## src/rtl/debounce2_if.sv

```systemverilog
// debounce2_if: button/level bundle between board switches and the debouncer (btn in; db, rise, fall, tog out)
interface debounce2_if;
  logic [1:0] btn;
  logic [1:0] db;
  logic [1:0] rise;
  logic [1:0] fall;
  logic [1:0] tog;
  modport master(output btn, input db, rise, fall, tog);
  modport slave(input btn, output db, rise, fall, tog);
endinterface

```

## src/rtl/debounce2.sv

```systemverilog
// debounce2: two-channel button debouncer (clk, rst, bus.btn -> bus.db/rise/fall/tog); DEBOUNCE2_TOGGLE_EN builds tog registers
module debounce2 #(
  parameter int DB_CYCLES = 120000,
  parameter int CNT_W = 17
) (
  input logic clk,
  input logic rst,
  debounce2_if.slave bus
);
  typedef enum logic [1:0] {IDLE_LO, WAIT_HI, IDLE_HI, WAIT_LO} state_t;
  localparam logic [CNT_W-1:0] LAST = CNT_W'(DB_CYCLES - 1);
  logic [1:0] s1, s2, db, rise, fall, tog;
  always_ff @(posedge clk) begin
    if (rst) begin
      s1 <= '0;
      s2 <= '0;
    end else begin
      s1 <= bus.btn;
      s2 <= s1;
    end
  end
  for (genvar i = 0; i < 2; i++) begin : g_ch
    state_t state, state_n;
    logic [CNT_W-1:0] cnt, cnt_n;
    logic db_q, rise_q, fall_q, rise_n, fall_n;
    always_comb begin
      state_n = state;
      cnt_n = '0;
      rise_n = 1'b0;
      fall_n = 1'b0;
      case (state)
        IDLE_LO: if (s2[i]) begin
          state_n = (LAST == '0) ? IDLE_HI : WAIT_HI;
          rise_n = (LAST == '0);
          cnt_n = (LAST == '0) ? '0 : CNT_W'(1);
        end
        WAIT_HI: if (!s2[i]) state_n = IDLE_LO;
          else if (cnt == LAST) begin
            state_n = IDLE_HI;
            rise_n = 1'b1;
          end else cnt_n = cnt + 1'b1;
        IDLE_HI: if (!s2[i]) begin
          state_n = (LAST == '0) ? IDLE_LO : WAIT_LO;
          fall_n = (LAST == '0);
          cnt_n = (LAST == '0) ? '0 : CNT_W'(1);
        end
        WAIT_LO: if (s2[i]) state_n = IDLE_HI;
          else if (cnt == LAST) begin
            state_n = IDLE_LO;
            fall_n = 1'b1;
          end else cnt_n = cnt + 1'b1;
        default: state_n = IDLE_LO;
      endcase
    end
    always_ff @(posedge clk) begin
      if (rst) begin
        state <= IDLE_LO;
        cnt <= '0;
        db_q <= 1'b0;
        rise_q <= 1'b0;
        fall_q <= 1'b0;
      end else begin
        state <= state_n;
        cnt <= cnt_n;
        db_q <= (state_n == IDLE_HI) || (state_n == WAIT_LO);
        rise_q <= rise_n;
        fall_q <= fall_n;
      end
    end
    assign db[i] = db_q;
    assign rise[i] = rise_q;
    assign fall[i] = fall_q;
`ifdef DEBOUNCE2_TOGGLE_EN
    logic tog_q;
    always_ff @(posedge clk) tog_q <= rst ? 1'b0 : tog_q ^ rise_n;
    assign tog[i] = tog_q;
`else
    assign tog[i] = 1'b0;
`endif
  end
  assign bus.db = db;
  assign bus.rise = rise;
  assign bus.fall = fall;
  assign bus.tog = tog;
endmodule
```

## src/flat_wrapper.sv

```systemverilog
// flat-port wrapper written by rule: the top's interface ports become plain ports
module debounce2_flat 
#(
  parameter int DB_CYCLES = 120000,
  parameter int CNT_W = 17
)
  (clk, rst, bus_btn, bus_db, bus_rise, bus_fall, bus_tog);
  debounce2_if bus_i ();
  input logic clk;
  input logic rst;
  input wire logic [$bits(bus_i.btn)-1:0] bus_btn;
  output wire logic [$bits(bus_i.db)-1:0] bus_db;
  output wire logic [$bits(bus_i.rise)-1:0] bus_rise;
  output wire logic [$bits(bus_i.fall)-1:0] bus_fall;
  output wire logic [$bits(bus_i.tog)-1:0] bus_tog;
  assign bus_i.btn = bus_btn;
  assign bus_db = bus_i.db;
  assign bus_rise = bus_i.rise;
  assign bus_fall = bus_i.fall;
  assign bus_tog = bus_i.tog;
  debounce2 #(.DB_CYCLES(DB_CYCLES), .CNT_W(CNT_W)) u_core (.clk(clk), .rst(rst), .bus(bus_i));
endmodule
```

## config.mk

```make
export PLATFORM = sky130hd
export DESIGN_NAME = debounce2_flat
export DESIGN_NICKNAME = d
export VERILOG_FILES = /design/src/rtl/debounce2_if.sv /design/src/rtl/debounce2.sv /design/src/flat_wrapper.sv
export SDC_FILE = /design/constraint.sdc
export NUM_CORES = 1
export LEC_CHECK = 0
export ABC_AREA = 1
export BUFFER_PORTS_ARGS = -buffer_cell sky130_fd_sc_hd__buf_2
export CORE_MARGIN = 1.5
export CORE_UTILIZATION = 45
export DETAILED_ROUTE_END_ITERATION = 7
export SYNTH_ARGS = -nofsm -noshare
export SYNTH_HDL_FRONTEND = slang
export SYNTH_SLANG_ARGS = --single-unit
```

## constraint.sdc

```tcl
create_clock -name clk -period 1.2 [get_ports clk]
set_input_delay 0.12 -clock clk [delete_from_list [all_inputs] [get_ports clk]]
set_output_delay 0.12 -clock clk [all_outputs]
set_load 0.03 [all_outputs]
```

-- Yosys cells after proc, flatten, opt, wreduce, memory -nomap -nowiden
Index checks and enable logic that the tools add are counted.
- reduce and logical (&&, ||, !) cells: 8
- muxes and demuxes: 28
- add/sub/neg operators: 2
- bitwise gates (word level): 6
- eq/ne operators: 12
- operators by type and width (operator ; number):
    $pmux 17 s4 ; 2
    $mux 17 ; 6
    $add 17x1->17 const B ; 2
    $eq 17x17->1 const B ; 2
    $mux 2 ; 12
    $eq 2x2->1 const B ; 8
    $pmux 2 s4 ; 2
    $reduce_or 3->1 ; 4
    $mux 1 ; 6
    $not 1->1 ; 6
    $eq 2x1->1 const B ; 2
    $logic_not 2->1 ; 2
    $logic_or 1x1->1 ; 2
- bits in registers: 48
- bits of input ports: 4
- logic and storage cells: 68

-- Depth between registers and ports, before layout
Gate-level depths: netlist of the first run.
- word-level depth: 6
- gate-level depth with buffers: 9

-- Worst setup path after synthesis of the first run
Ideal clock, no wire load.
- path kind: flip-flop to flip-flop
- start point: register u_core.g_ch[0].cnt[0]
- end point: register u_core.g_ch[0].cnt[11]
- slack: -0.092 ns
- path buffers: 0
- data arrival time: 1.179 ns
- library setup time: 0.113 ns
- required time: 1.087 ns
- period minus slack after synthesis: 1.292 ns
- cell stages (with the launch flop): 9
- cell sequence: dfxtp_1 > ha_1 > nand2_1 > nor2_4 > nand3_2 > nor2_4 > nor2_4 > inv_4 > nor2_1
- word-level cells in the longest chain between the ends: 4
- elaborated cells between the ends (all ways): 6
- ends and longest elaborated chain (element ; RTL line ; RTL):
    start: declaration ; debounce2.sv:24 ; logic [CNT_W-1:0] cnt, cnt_n;
    start signal: assignment ; debounce2.sv:64 ; cnt <= cnt_n;
    $add 17x1->17 / $eq 17x17->1 (equally long branches) ; n/a ;
    $mux 17 (*) ; debounce2.sv:38, debounce2.sv:48 ;
    $mux 17 (on tied branches) ; debounce2.sv:47, debounce2.sv:37 ;
    $pmux 17 s4 (*) ; debounce2.sv:31 ; case (state)
Mark *: on every way between the ends. The rest lies on a longest branch, timed or not.
A chain may end at the register's enable or synchronous reset.

-- Worst setup path in the final report of the first run
- start point: register u_core.g_ch[1].cnt[1]
- end point: register u_core.g_ch[1].cnt[16]
- word-level cells in the longest chain between the ends: 4
- elaborated cells between the ends (all ways): 6
- ends and longest elaborated chain (element ; RTL line):
    start: declaration ; debounce2.sv:24
    start signal: assignment ; debounce2.sv:64
    $add 17x1->17 / $eq 17x17->1 (equally long branches) ; n/a
    $mux 17 (*) ; debounce2.sv:38, debounce2.sv:48
    $mux 17 (on tied branches) ; debounce2.sv:47, debounce2.sv:37
    $pmux 17 s4 (*) ; debounce2.sv:31
Marks and branches as above.

==> results of run 1 <==
cell families (layout without fill, tap and decap cells):
logic type,count (synthesis),after routing,synth area share
adders and majority gates,2,2,0.0106
DFF,48,48,0.407
xor gates and xnor gates,11,11,0.0408
buffers and inverters,59,138,0.108
AOI/OAI and AO/OA,13,13,0.0296
other,1,2,0.00159
and+or+nand+nor,204,205,0.403
report_power, final:
part	internal (W)	leakage, nW	switching (W)
clock	0.000628	0.0548	0.000597
sequential	0.00159	0.397	0.00000633
combinational	0.0000284	0.965	0.0000415
total	0.00225	1.42	0.000645
layout make-up:
| class | instances | area (um2) |
|---|---|---|
| repair buffers | 80 | 662 |
| flip-flops and latches | 48 | 992 |
| multi-input cells | 233 | 1470 |
| fillers | 429 | 1550 |
| inverters | 50 | 193 |
| well taps | 70 | 87.6 |
| clock inverters | 3 | 46.3 |
| clock buffers | 5 | 68.8 |
metal layers:
metal	vias up	wire length [um]
li1	1203	-
met2	70	3420
met3	19	252
met1	1089	2590
met4	0	172
met5	-	0
registers in the layout, indices dropped and copies added, names as in the netlist:
signal	count
u_core.g_ch.rise_q	2
u_core.s1	2
u_core.g_ch.db_q	2
u_core.g_ch.fall_q	2
u_core.s2	2
u_core.g_ch.state	4
u_core.g_ch.cnt	34
worst max path at each step:
stage | startpoint | end | slack, ns | depth (start not counted)
2_1_floorplan | u_core.g_ch[0].cnt[1] | u_core.g_ch[0].cnt[16] | -0.05 | 9
5_1_grt | u_core.g_ch[1].cnt[8] | u_core.g_ch[1].cnt[16] | -0.29 | 5
6_report | u_core.g_ch[1].cnt[1] | u_core.g_ch[1].cnt[16] | -0.23 | 7
4_1_cts | u_core.g_ch[0].cnt[0] | u_core.g_ch[0].cnt[16] | -0.13 | 9
3_5_place_dp | u_core.g_ch[0].cnt[0] | u_core.g_ch[0].cnt[16] | -0.18 | 9
3_3_place_gp | u_core.g_ch[0].cnt[0] | u_core.g_ch[0].cnt[11] | -0.14 | 8
stage by stage:
stage	hold slack [ns]	area [um2]	instances	util
floorplan	0.227	2420	339	-
global placement	0.327	2870	458	0.566
detailed placement	0.330	2870	458	0.566
CTS	0.000984	3280	479	0.646
global route	0.00448	3520	489	0.694
finish	0.0181	3520	489	0.694
layout by cell type (no fill, tap or decap), types with 6 or more instances in the layout:
cell	instances
nand2_2	6
nor2_1	57
buf_2	9
dfxtp_1	33
nand2_1	63
dfxtp_2	10
nor2_4	12
nor3_2	6
buf_4	59
nand4_1	9
nor2_2	11
inv_2	6
inv_1	42
buf_6	7
nand3_1	11
nand3_2	15
timing repair:
item                                    4_1_cts  5_1_grt
hold endpoints to repair                      1        0
resized for setup                            47       44
endpoints found under the setup margin       44       44
gates cloned                                  1        1
hold buffers                                  1        0
setup buffers                                11        9
pin swaps                                    32       23
critical path, cell delays in order, from the launching register on:
cell	delay, ns
dfxtp_4	0.38
ha_4	0.14
nand2_4	0.05
nor2_4	0.12
buf_12	0.14
nand3_4	0.11
nor4_2	0.27
nor2_1	0.09
==> qor_table.md, run 1 <==
| Stage | Quantity | Value |
|---|---|---|
| worst setup path | Endpoint of the worst-slack reg-to-reg timing path | u_core.g_ch[1].cnt[16] |
| worst setup path | Arrival time reported for the critical path endpoint | 1.62 ns |
| synth | Primary FF master, synth | dfxtp_1 |
| clocking | Clock slew seen by the registers of the worst setup and hold paths | 0.09 ns |
| run | Max Cap Viol | 0 |
| pwr | Final Total Pwr | 0.00289 W |
| global routing | Largest net degree at the start of global routing | 17 |
| worst setup path | Startpoint-to-endpoint class of the critical path | register to register |
| global routing | Wire length of the first global-routing pass | 9.17 mm |
| synth | Count of different cell masters after synthesis | 28 |
| routing | Via count | 2381 |
| floorplan | Starting utilization of the core area | 0.466 |
| sta | Final worst path period share | 1.19 |
| synth | Register bit total from synthesis | 48 |
| global routing | Met3 Usage GRT | 0.0503 |
| synth | Synth area leader | dfxtp_1 |
| clocking | Clock sink total | 48 |
| routing | Detailed-route wire length per cell | 13.2 um |
| synth | Post-synth design cell area | 2360 um2 |
| routing | Post-Route WL | 6.43 mm |
| hold path | Hold depth | 3 |
| pwr | Maximum VDD drop | 0.630 mV |
| clocking | CTS tree | done |
| global routing | Total global routing overflow | 0 |
| hold path | Worst Hold Launch | bus_btn[0] |
| routing | DR DRC count | 0 |
| global routing | Met2 track demand over resource | 0.382 |
| worst setup path | Crit path capture type | register |
| floorplan | Top-level port count | 12 |
| worst setup path | Launching point of the worst reg2reg path | u_core.g_ch[1].cnt[1] |
| sta | Fmax achieved | 698 MHz |
| worst setup path | Kind of start point of the critical path | register |
| hold path | Endpoint, Worst Hold | u_core.s1[0] |
| global routing | Via count of the first global-routing pass | 2148 |
| synth | Area contributors post-synth | dfxtp_1, nor2_1, nand2_1, inv_1, nand3_1 |
| hold path | Min-Delay Path Class | primary input to register |
| clocking | Source-to-sink clock delay at the later pin of the worst-skew pair | 0.31 ns |
| cells and area | Fraction of final layout cells sized beyond drive strength 1 | 0.430 |
| clocking | Buffer type at the clock tree root | clkbuf_8 |
| synth | Number of flops mapped to enable cells by yosys | 0 |
| floorplan | Height of the die | 75.5 um |
| synth | Post-synthesis instance total | 338 |
| cells and area | Final layout net count | 424 |
| status | Result of the run | finished, violations left |
| floorplan | Area of the placeable core | 5070 um2 |
| clocking | Number of H-tree levels | 2 |
| synth | Most instantiated library cell after synthesis | nor2_1 |
| global routing | Initial antenna violation count | 0 |
| global routing | M1 GR Usage | 0.245 |
| floorplan | Die area | 5700 um2 |
| clocking | Max clock buf depth | 2 |
| global routing | Global routing usage summed across all routing layers | 0.213 |
| floorplan | Core Rows | 26 |
| routing | Ratio of routed vias to standard cells | 4.87 |
| sta | Layout Skew | 0.0122 ns |
| placement | Placer's final routability congestion estimate | 0.875 |
| sta | RSZ-0062 raised after global routing | true |
| placement | HPWL after DPL | 3.78 mm |
| sta | Final Max Tran Viols | 0 |
| sta | Post-layout minimum cycle time | 1.43 ns |
| worst setup path | Register-to-register path setup slack | -0.23 ns |
| global routing | Highest-utilization routing layer at the global route stage | met2 |
| placement | Number of buffers inserted by port buffering | 9 |
| sta | Number of failing setup endpoints in the final timing report | 44 |
| synth | Area share of the largest cell type after synthesis | 0.407 |
| synth | Syn Area/Cell | 6.99 um2 |
| cells and area | Layout Area Growth over Synthesis | 49.1% |
| worst setup path | Worst-path maximum fanout | 5 |
| routing | Number of nets with antenna violations after routing | 0 |
| sta | Number of hold-slack violations in the final timing report | 0 |
| pwr | Leak Pwr | 1.42 nW |
| synth | Sequential cell area fraction in the yosys report | 0.407 |
| worst setup path | Path depth of the worst reg2reg path | 7 |
| sta | Setup TNS | -3.50 ns |
| worst setup path | Req. time, crit path | 1.39 ns |
| synth | Synth cell count leaders | nor2_1, nand2_1, inv_1 |
| floorplan | Die extent in x | 75.5 um |
| routing | Number of DRC violations after detailed-routing iteration 0 | 107 |
| cells and area | Number of antenna cells inserted | 0 |
| placement | Post-place setup slack | -0.179 ns |
| pwr | Pwr per Cell Area | 821 nW/um2 |
| synth | Share of flip-flops with an asynchronous set or reset | 0 |
| clocking | Number of CTS-inserted buffers | 5 |
| status | Failing checks | setup timing |
| routing | Detailed-router iteration count before antenna repair | 4 |
| synth | Warnings, synthesis | 0 |
| sta | Final worst-path setup slack | -0.232 ns |
Note: power is estimated with default switching activity, not from simulation.
==> inputs of run 2 (changes only) <==
CELL_PAD_IN_SITES_DETAIL_PLACEMENT = 0   (was default)
CELL_PAD_IN_SITES_GLOBAL_PLACEMENT = 2   (was default)
CORE_UTILIZATION = 31   (was 45)
PLACE_DENSITY_LB_ADDON = 0.1   (was default)
==> qor_table.md, run 2 (synthesis gave the netlist of run 1 again) <==
| Stage | Quantity | Value |
|---|---|---|
| worst setup path | List of cells traversed by the critical path | ha_4, nand2_4, nor2_4, nand3_2, nor2_4, nor2_4, clkinvlp_4, nor2_1 |
| routing | Ratio of routed vias to standard cells | 4.30 |
| cells and area | Top library cells by usage in the layout, fill and taps aside | buf_4, nand2_1, nor2_1, inv_1, dfxtp_1 |
| worst setup path | Stage delay of the slowest cell on the critical path | 0.37 ns |
| global routing | Largest net degree at the start of global routing | 16 |
| global routing | Total global routing overflow | 0 |
| pwr | Pwr per Cell Area | 760 nW/um2 |
| floorplan | Die area | 8160 um2 |
| clocking | Clock sink total | 48 |
| routing | Via count | 2253 |
| sta | Final Max Tran Viols | 0 |
| worst setup path | Arrival time reported for the critical path endpoint | 1.59 ns |
| routing | Number of DRC violations after detailed-routing iteration 0 | 43 |
| clocking | Number of CTS-inserted buffers | 5 |
| status | Result of the run | finished, violations left |
| worst setup path | Req. time, crit path | 1.44 ns |
| worst setup path | Worst-path maximum fanout | 5 |
| cells and area | Layout Area Growth over Synthesis | 50.7% |
| worst setup path | Crit path capture type | register |
| placement | Placed Cells | 501 |
| cells and area | Fill count | 744 |
| cells and area | Number of flip-flops under the largest register name | 34 |
| clocking | CTS tree | done |
| pwr | Maximum VDD drop | 0.386 mV |
| clocking | Number of H-tree levels | 2 |
| routing | Post-Route WL | 5.98 mm |
| cells and area | Most common cell after layout, fill and taps aside | buf_4 |
| floorplan | Starting utilization of the core area | 0.322 |
| worst setup path | Critical path's slowest cell | dfxtp_4 |
| clocking | Clock slew seen by the registers of the worst setup and hold paths | 0.09 ns |
| global routing | Global routing usage summed across all routing layers | 0.159 |
| routing | Detailed-router iteration count before antenna repair | 5 |
| cells and area | Final layout net count | 430 |
| sta | RSZ-0062 raised after global routing | true |
| floorplan | Die extent in x | 90.3 um |
| sta | Post-layout minimum cycle time | 1.35 ns |
| sta | Fmax achieved | 738 MHz |
| floorplan | Core Rows | 31 |
| routing | DR DRC count | 0 |
| cells and area | Fraction of final layout cells sized beyond drive strength 1 | 0.454 |
| sta | Final worst-path setup slack | -0.155 ns |
| clocking | Max clock buf depth | 2 |
| worst setup path | Startpoint-to-endpoint class of the critical path | register to register |
| sta | Number of hold-slack violations in the final timing report | 0 |
| cells and area | Number of antenna cells inserted | 0 |
| floorplan | Top-level port count | 12 |
| sta | Number of failing setup endpoints in the final timing report | 42 |
| routing | Number of nets with antenna violations after routing | 0 |
| sta | Layout Skew | 0.00433 ns |
| clocking | Source-to-sink clock delay at the later pin of the worst-skew pair | 0.30 ns |
| global routing | Via count of the first global-routing pass | 2320 |
| pwr | Leak Pwr | 1.41 nW |
| status | Failing checks | setup timing |
| clocking | Buffer type at the clock tree root | clkbuf_8 |
| cells and area | Core occupancy in the finished layout | 0.486 |
| routing | Detailed-route wire length per cell | 11.4 um |
| floorplan | Area of the placeable core | 7330 um2 |
| global routing | Wire length of the first global-routing pass | 10.5 mm |
| sta | Final worst path period share | 1.13 |
| floorplan | Height of the die | 90.3 um |
| cells and area | Largest regs | u_core.g_ch.cnt (34), u_core.g_ch.state (4) |
| worst setup path | Kind of start point of the critical path | register |
| cells and area | Reg with most FFs | u_core.g_ch.cnt |
| placement | Number of buffers inserted by port buffering | 9 |
| sta | Worst slack on hold paths | 0.0135 ns |
| worst setup path | Critical path's most frequent cell | nor2_4 |
| global routing | Initial antenna violation count | 0 |
| placement | Placer's final routability congestion estimate | 0.798 |
| placement | HPWL after DPL | 4.34 mm |
| hold path | Min-Delay Path Class | primary input to register |
| run | Max Cap Viol | 0 |
| cells and area | Final std cells w/o fill | 524 |
[run 2: cell count changes in the layout (fill, tap and decap cells not counted), sizes merged]
| cell | delta |
|---|---|
| buf | +7 |
| bufinv | -1 |
| clkinvlp | +2 |
| dlygate4sd3 | -1 |
| inv | -1 |
[run 2: power by group]
| group | switching, W | internal [W] | total, W |
|---|---|---|---|
| Combinational | 0.0000395 | 0.0000262 | 0.0000657 |
| Clock | 0.000581 | 0.000468 | 0.00105 |
| Sequential | 0.00000588 | 0.00159 | 0.00159 |
| Total | 0.000626 | 0.00208 | 0.00271 |
[run 2: repair_timing]
item / in CTS / in global routing
setup buffers: 11 / 2
gates cloned: 3 / 0
resized for setup: 48 / 45
pin swaps: 24 / 16
setup endpoints to repair: 44 / 44
hold buffers: 0 / 0
[run 2: path summary, 6_finish.rpt]
| kind | from | end | slack, ns | depth (start not counted) |
|---|---|---|---|---|
| max | u_core.g_ch[0].cnt[0] | u_core.g_ch[0].cnt[7] | -0.15 | 8 |
| min | bus_btn[1] | u_core.s1[1] | 0.01 | 3 |
| max reg2reg | u_core.g_ch[0].cnt[0] | u_core.g_ch[0].cnt[7] | -0.15 | 8 |
| min reg2reg | u_core.s1[1] | u_core.s2[1] | 0.40 | 2 |
[run 2: worst max-delay path: cells and delay by family (launching register included)]
| family | cells | cell delay (ns) |
|---|---|---|
| adder cells (fa/ha/maj) | 1 | 0.16 |
| AND/OR/NAND/NOR | 6 | 0.56 |
| buffers and inverters | 1 | 0.20 |
| flip-flops | 1 | 0.37 |
[run 2: through the flow]
step | instance area (um2) | TNS (ns) | setup slack, ns | total power (W)
6_report | 3560 | -3.49 | -0.155 | 0.00271
3_3_place_gp | 3010 | -4.03 | -0.178 | 0.00170
2_1_floorplan | 2420 | -0.200 | -0.0486 | 0.00168
4_1_cts | 3440 | -4.01 | -0.167 | 0.00278
3_5_place_dp | 3010 | -4.81 | -0.202 | 0.00170
5_1_grt | 3560 | -7.27 | -0.255 | 0.00283
[run 2: final cells by class]
class                      count  area, um2  share of cell area
clock inverter                 2       15.0             0.00421
sequential                    48       1010               0.282
timing repair buffer          85        699               0.196
inverter                      50        190              0.0534
multi-input combinational    233       1440               0.404
tap                           99        124              0.0348
clock buffer                   6       82.6              0.0232
timing repair inverter         1       7.51             0.00211
[run 2: metal layers]
metal | vias up | global-route usage | wire length [um]
met2 | 21 | 0.292 | 3120
met5 | - | 0 | 0
met3 | 7 | 0.0253 | 93
met4 | 0 | 0.0556 | 80
li1 | 1212 | - | -
met1 | 1013 | 0.184 | 2690
==> inputs of run 3 (changes only) <==
--- a/config.mk
+++ b/config.mk
@@ -7,3 +7,2 @@
 export LEC_CHECK = 0
-export ABC_AREA = 1
 export BUFFER_PORTS_ARGS = -buffer_cell sky130_fd_sc_hd__buf_2
@@ -12,3 +11,3 @@
 export CORE_MARGIN = 1.5
-export CORE_UTILIZATION = 31
+export CORE_UTILIZATION = 40
 export DETAILED_ROUTE_END_ITERATION = 7
==> constraint.sdc (replaced) <==
create_clock -name clk -period 1.67 [get_ports clk]
set_input_delay 0 -clock clk [delete_from_list [all_inputs] [get_ports clk]]
set_output_delay 0 -clock clk [all_outputs]
set_load 0.03 [all_outputs]
==> qor_table.md, run 3 <==
| Stage | Quantity | Value |
|---|---|---|
| routing | DR DRC count | 0 |
| worst setup path | Largest delay contributor family on the critical path | simple AND/OR/NAND/NOR gates |
| worst setup path | Stage delay of the slowest cell on the critical path | 0.52 ns |
| synth | Primary FF master, synth | dfxtp_1 |
| cells and area | Reg with most FFs | u_core.g_ch.cnt |
| clocking | Clock sink total | 48 |
| synth | Sequential cell area fraction in the yosys report | 0.463 |
| synth | Synth cell count leaders | dfxtp_1, nor2_1, xnor2_1 |
| pwr | Final Total Pwr | 0.00201 W |
| routing | Ratio of routed vias to standard cells | 4.87 |
| hold path | Min-Delay Path Class | primary input to register |
| floorplan | Die extent in x | 75.0 um |
| global routing | Global routing usage summed across all routing layers | 0.169 |
| global routing | Initial antenna violation count | 0 |
| global routing | Wire length of the first global-routing pass | 7.16 mm |
| worst setup path | Crit path capture type | register |
| synth | Area contributors post-synth | dfxtp_1, xnor2_1, nor2_1, nand4_1, nor4_1 |
| sta | Final Max Tran Viols | 0 |
| clocking | Clock slew seen by the registers of the worst setup and hold paths | 0.08 ns |
| routing | Via count | 1642 |
| clocking | CTS tree | done |
| cells and area | Most common cell after layout, fill and taps aside | dfxtp_1 |
| synth | Post-synth design cell area | 2070 um2 |
| cells and area | Final std cells w/o fill | 337 |
| status | Failing checks | setup timing |
| pwr | Switching Fraction | 0.199 |
| worst setup path | Req. time, crit path | 1.86 ns |
| routing | Detailed-route wire length per cell | 12.3 um |
| sta | Fmax achieved | 543 MHz |
| synth | Most instantiated library cell after synthesis | dfxtp_1 |
| cells and area | Core occupancy in the finished layout | 0.510 |
| cells and area | Top library cells by usage in the layout, fill and taps aside | dfxtp_1, nor2_1, buf_4, xnor2_1, nand4_1 |
| cells and area | Number of flip-flops under the largest register name | 34 |
| worst setup path | List of cells traversed by the critical path | or4b_4, or4_4, o211ai_4, buf_12, nor2_1 |
| placement | Placer's final routability congestion estimate | 0.749 |
| sta | Final worst-path setup slack | -0.173 ns |
| status | Result of the run | finished, violations left |
| placement | HPWL after DPL | 2.98 mm |
| sta | RSZ-0062 raised after global routing | true |
| routing | Post-Route WL | 4.13 mm |
| pwr | Clock network fraction of total power | 0.408 |
| pwr | Power spent charging and discharging nets | 0.000401 W |
| floorplan | Area of the placeable core | 5040 um2 |
| worst setup path | Combined buffer and inverter count along the critical path | 1 |
| cells and area | Largest regs | u_core.g_ch.cnt (34), u_core.g_ch.state (4) |
| synth | Warnings, synthesis | 0 |
| synth | Area share of the largest cell type after synthesis | 0.463 |
| routing | Number of DRC violations after detailed-routing iteration 0 | 46 |
| floorplan | Starting utilization of the core area | 0.411 |
| sta | Number of hold-slack violations in the final timing report | 0 |
| cells and area | Fraction of final layout cells sized beyond drive strength 1 | 0.251 |
| sta | Layout Skew | 0.00333 ns |
| cells and area | Number of antenna cells inserted | 0 |
| clocking | Max clock buf depth | 2 |
| synth | Area share of fa/ha/maj cells after synthesis | 0.0121 |
| cells and area | Final layout net count | 272 |
| cells and area | Layout Area Growth over Synthesis | 23.9% |
| placement | Placed Cells | 325 |
| synth | Post-synthesis share of cell area spent on xor and xnor gates | 0.127 |
| clocking | Source-to-sink clock delay at the later pin of the worst-skew pair | 0.29 ns |
| global routing | Via count of the first global-routing pass | 1605 |
| synth | Number of flops mapped to enable cells by yosys | 0 |
| worst setup path | Startpoint-to-endpoint class of the critical path | register to register |
| floorplan | Die area | 5630 um2 |
| clocking | Buffer type at the clock tree root | clkbuf_8 |
| sta | Post-layout minimum cycle time | 1.84 ns |
| synth | Register bit total from synthesis | 48 |
| pwr | Maximum VDD drop | 0.412 mV |
| floorplan | Core Rows | 26 |
| worst setup path | Kind of start point of the critical path | register |
| pwr | Internal Pwr Total | 0.00161 W |
| floorplan | Height of the die | 75.0 um |
| routing | Detailed-router iteration count before antenna repair | 4 |
| worst setup path | Worst-path maximum fanout | 16 |
| pwr | Leak Pwr | 0.827 nW |
| floorplan | Top-level port count | 12 |
| global routing | Total global routing overflow | 0 |
| pwr | Share of total power in combinational logic | 0.017 |
| global routing | Largest net degree at the start of global routing | 17 |
| clocking | Number of CTS-inserted buffers | 5 |
| synth | Share of the synthesized area in compound gates (AO/OA/AOI/OAI) | 0.0404 |
| synth | Share of flip-flops with an asynchronous set or reset | 0 |
| sta | Final worst path period share | 1.10 |
| sta | Setup TNS | -3.11 ns |
| pwr | Pwr per Cell Area | 782 nW/um2 |
| synth | Count of different cell masters after synthesis | 35 |
| synth | Combinational family with the most area after synthesis | simple AND/OR/NAND/NOR gates |
| placement | Post-place setup slack | -0.177 ns |
| synth | Area fraction in and, or, nand and nor cells after synthesis | 0.293 |
| run | Max Cap Viol | 0 |
| pwr | Reg power frac | 0.574 |
| synth | Synth area leader | dfxtp_1 |
| worst setup path | Arrival time reported for the critical path endpoint | 2.04 ns |
| sta | Number of failing setup endpoints in the final timing report | 22 |
| synth | Share of cell area taken by muxes after synthesis | 0.00965 |
| routing | Number of nets with antenna violations after routing | 0 |
| worst setup path | Critical path's slowest cell | or4b_4 |
| placement | Number of buffers inserted by port buffering | 9 |
| synth | Post-synthesis instance total | 231 |
| clocking | Number of H-tree levels | 2 |
| synth | Syn Area/Cell | 8.98 um2 |
[run 3: cell count changes in the layout (fill, tap and decap cells not counted), moves of 8 or more]
cell and delta:
buf_4 -40, dfxtp_1 +17, dfxtp_2 -10, inv_1 -35, nand2_1 -55, nand2_2 -8
nand3_2 -15, nor2_1 -15, nor2_2 -16, nor4_1 +10, xnor2_1 +19
[run 3: what timing repair did]
action                     in CTS  in global routing
gates resized for setup         7                 12
hold buffers                    2                  0
hold endpoints to repair        2                  0
gates cloned                    0                  0
setup endpoints to repair      21                 38
buffers inserted                1                  1
pin swaps                       0                  2
[run 3: worst paths after layout]
| check | startpoint | end | slack, ns | cells after the start |
|---|---|---|---|---|
| worst max register to register | u_core.g_ch[1].cnt[9] | u_core.g_ch[1].cnt[4] | -0.17 | 5 |
| worst min register to register | u_core.s1[1] | u_core.s2[1] | 0.45 | 1 |
| worst max-delay path | u_core.g_ch[1].cnt[9] | u_core.g_ch[1].cnt[4] | -0.17 | 5 |
| worst min-delay path | rst | u_core.s1[1] | 0.06 | 2 |
[run 3: worst register-to-register path, delay by kind of cell (launching register included)]
family	cells	cell delay, ns
AOI/OAI and AO/OA	1	0.20
buffers and inverters	1	0.16
DFF	1	0.33
and+or+nand+nor	3	1.05
[run 3: cell type report]
cell class / count / area (um2)
Sequential cell: 48 / 967
Fill cell: 493 / 2470
Clock buffer: 6 / 72.6
Timing Repair Buffer: 39 / 295
Clock inverter: 2 / 35.0
Tap cell: 70 / 87.6
Inverter: 7 / 26.3
Multi-Input combinational cell: 165 / 1090
[run 3: cell families after synthesis]
logic type | count (synthesis)
fa+ha+maj | 2
flops | 48
mux | 2
compound gates | 11
other cells | 1
buf+inv | 19
xor+xnor | 30
simple gates | 118
[run 3: layer usage]
layer	GRT usage	up-vias	wire length, um
met5	0	-	0
met4	0.0727	0	88
met3	0.0482	7	97
met2	0.283	15	2150
met1	0.203	772	1800
li1	-	848	-
[run 3: power by group through the flow]
| stage | Combinational [W] | Sequential, W | Clock (W) |
|---|---|---|---|
| 4_1_cts | 0.0000341 | 0.00115 | 0.000852 |
| 2_1_floorplan | 0.0000239 | 0.00118 | 0 |
| 3_5_place_dp | 0.0000298 | 0.00118 | 0 |
| 5_1_grt | 0.0000389 | 0.00116 | 0.000901 |
| 6_report | 0.0000351 | 0.00115 | 0.000821 |
| 3_3_place_gp | 0.0000289 | 0.00118 | 0 |
[run 3: through the flow]
| stage | area, um2 | hold WS [ns] |
|---|---|---|
| after floorplan | 2100 | 0.128 |
| after global placement | 2360 | 0.207 |
| after detailed placement | 2360 | 0.216 |
| after CTS | 2520 | 0.0394 |
| after global routing | 2570 | 0.0635 |
| final | 2570 | 0.0645 |
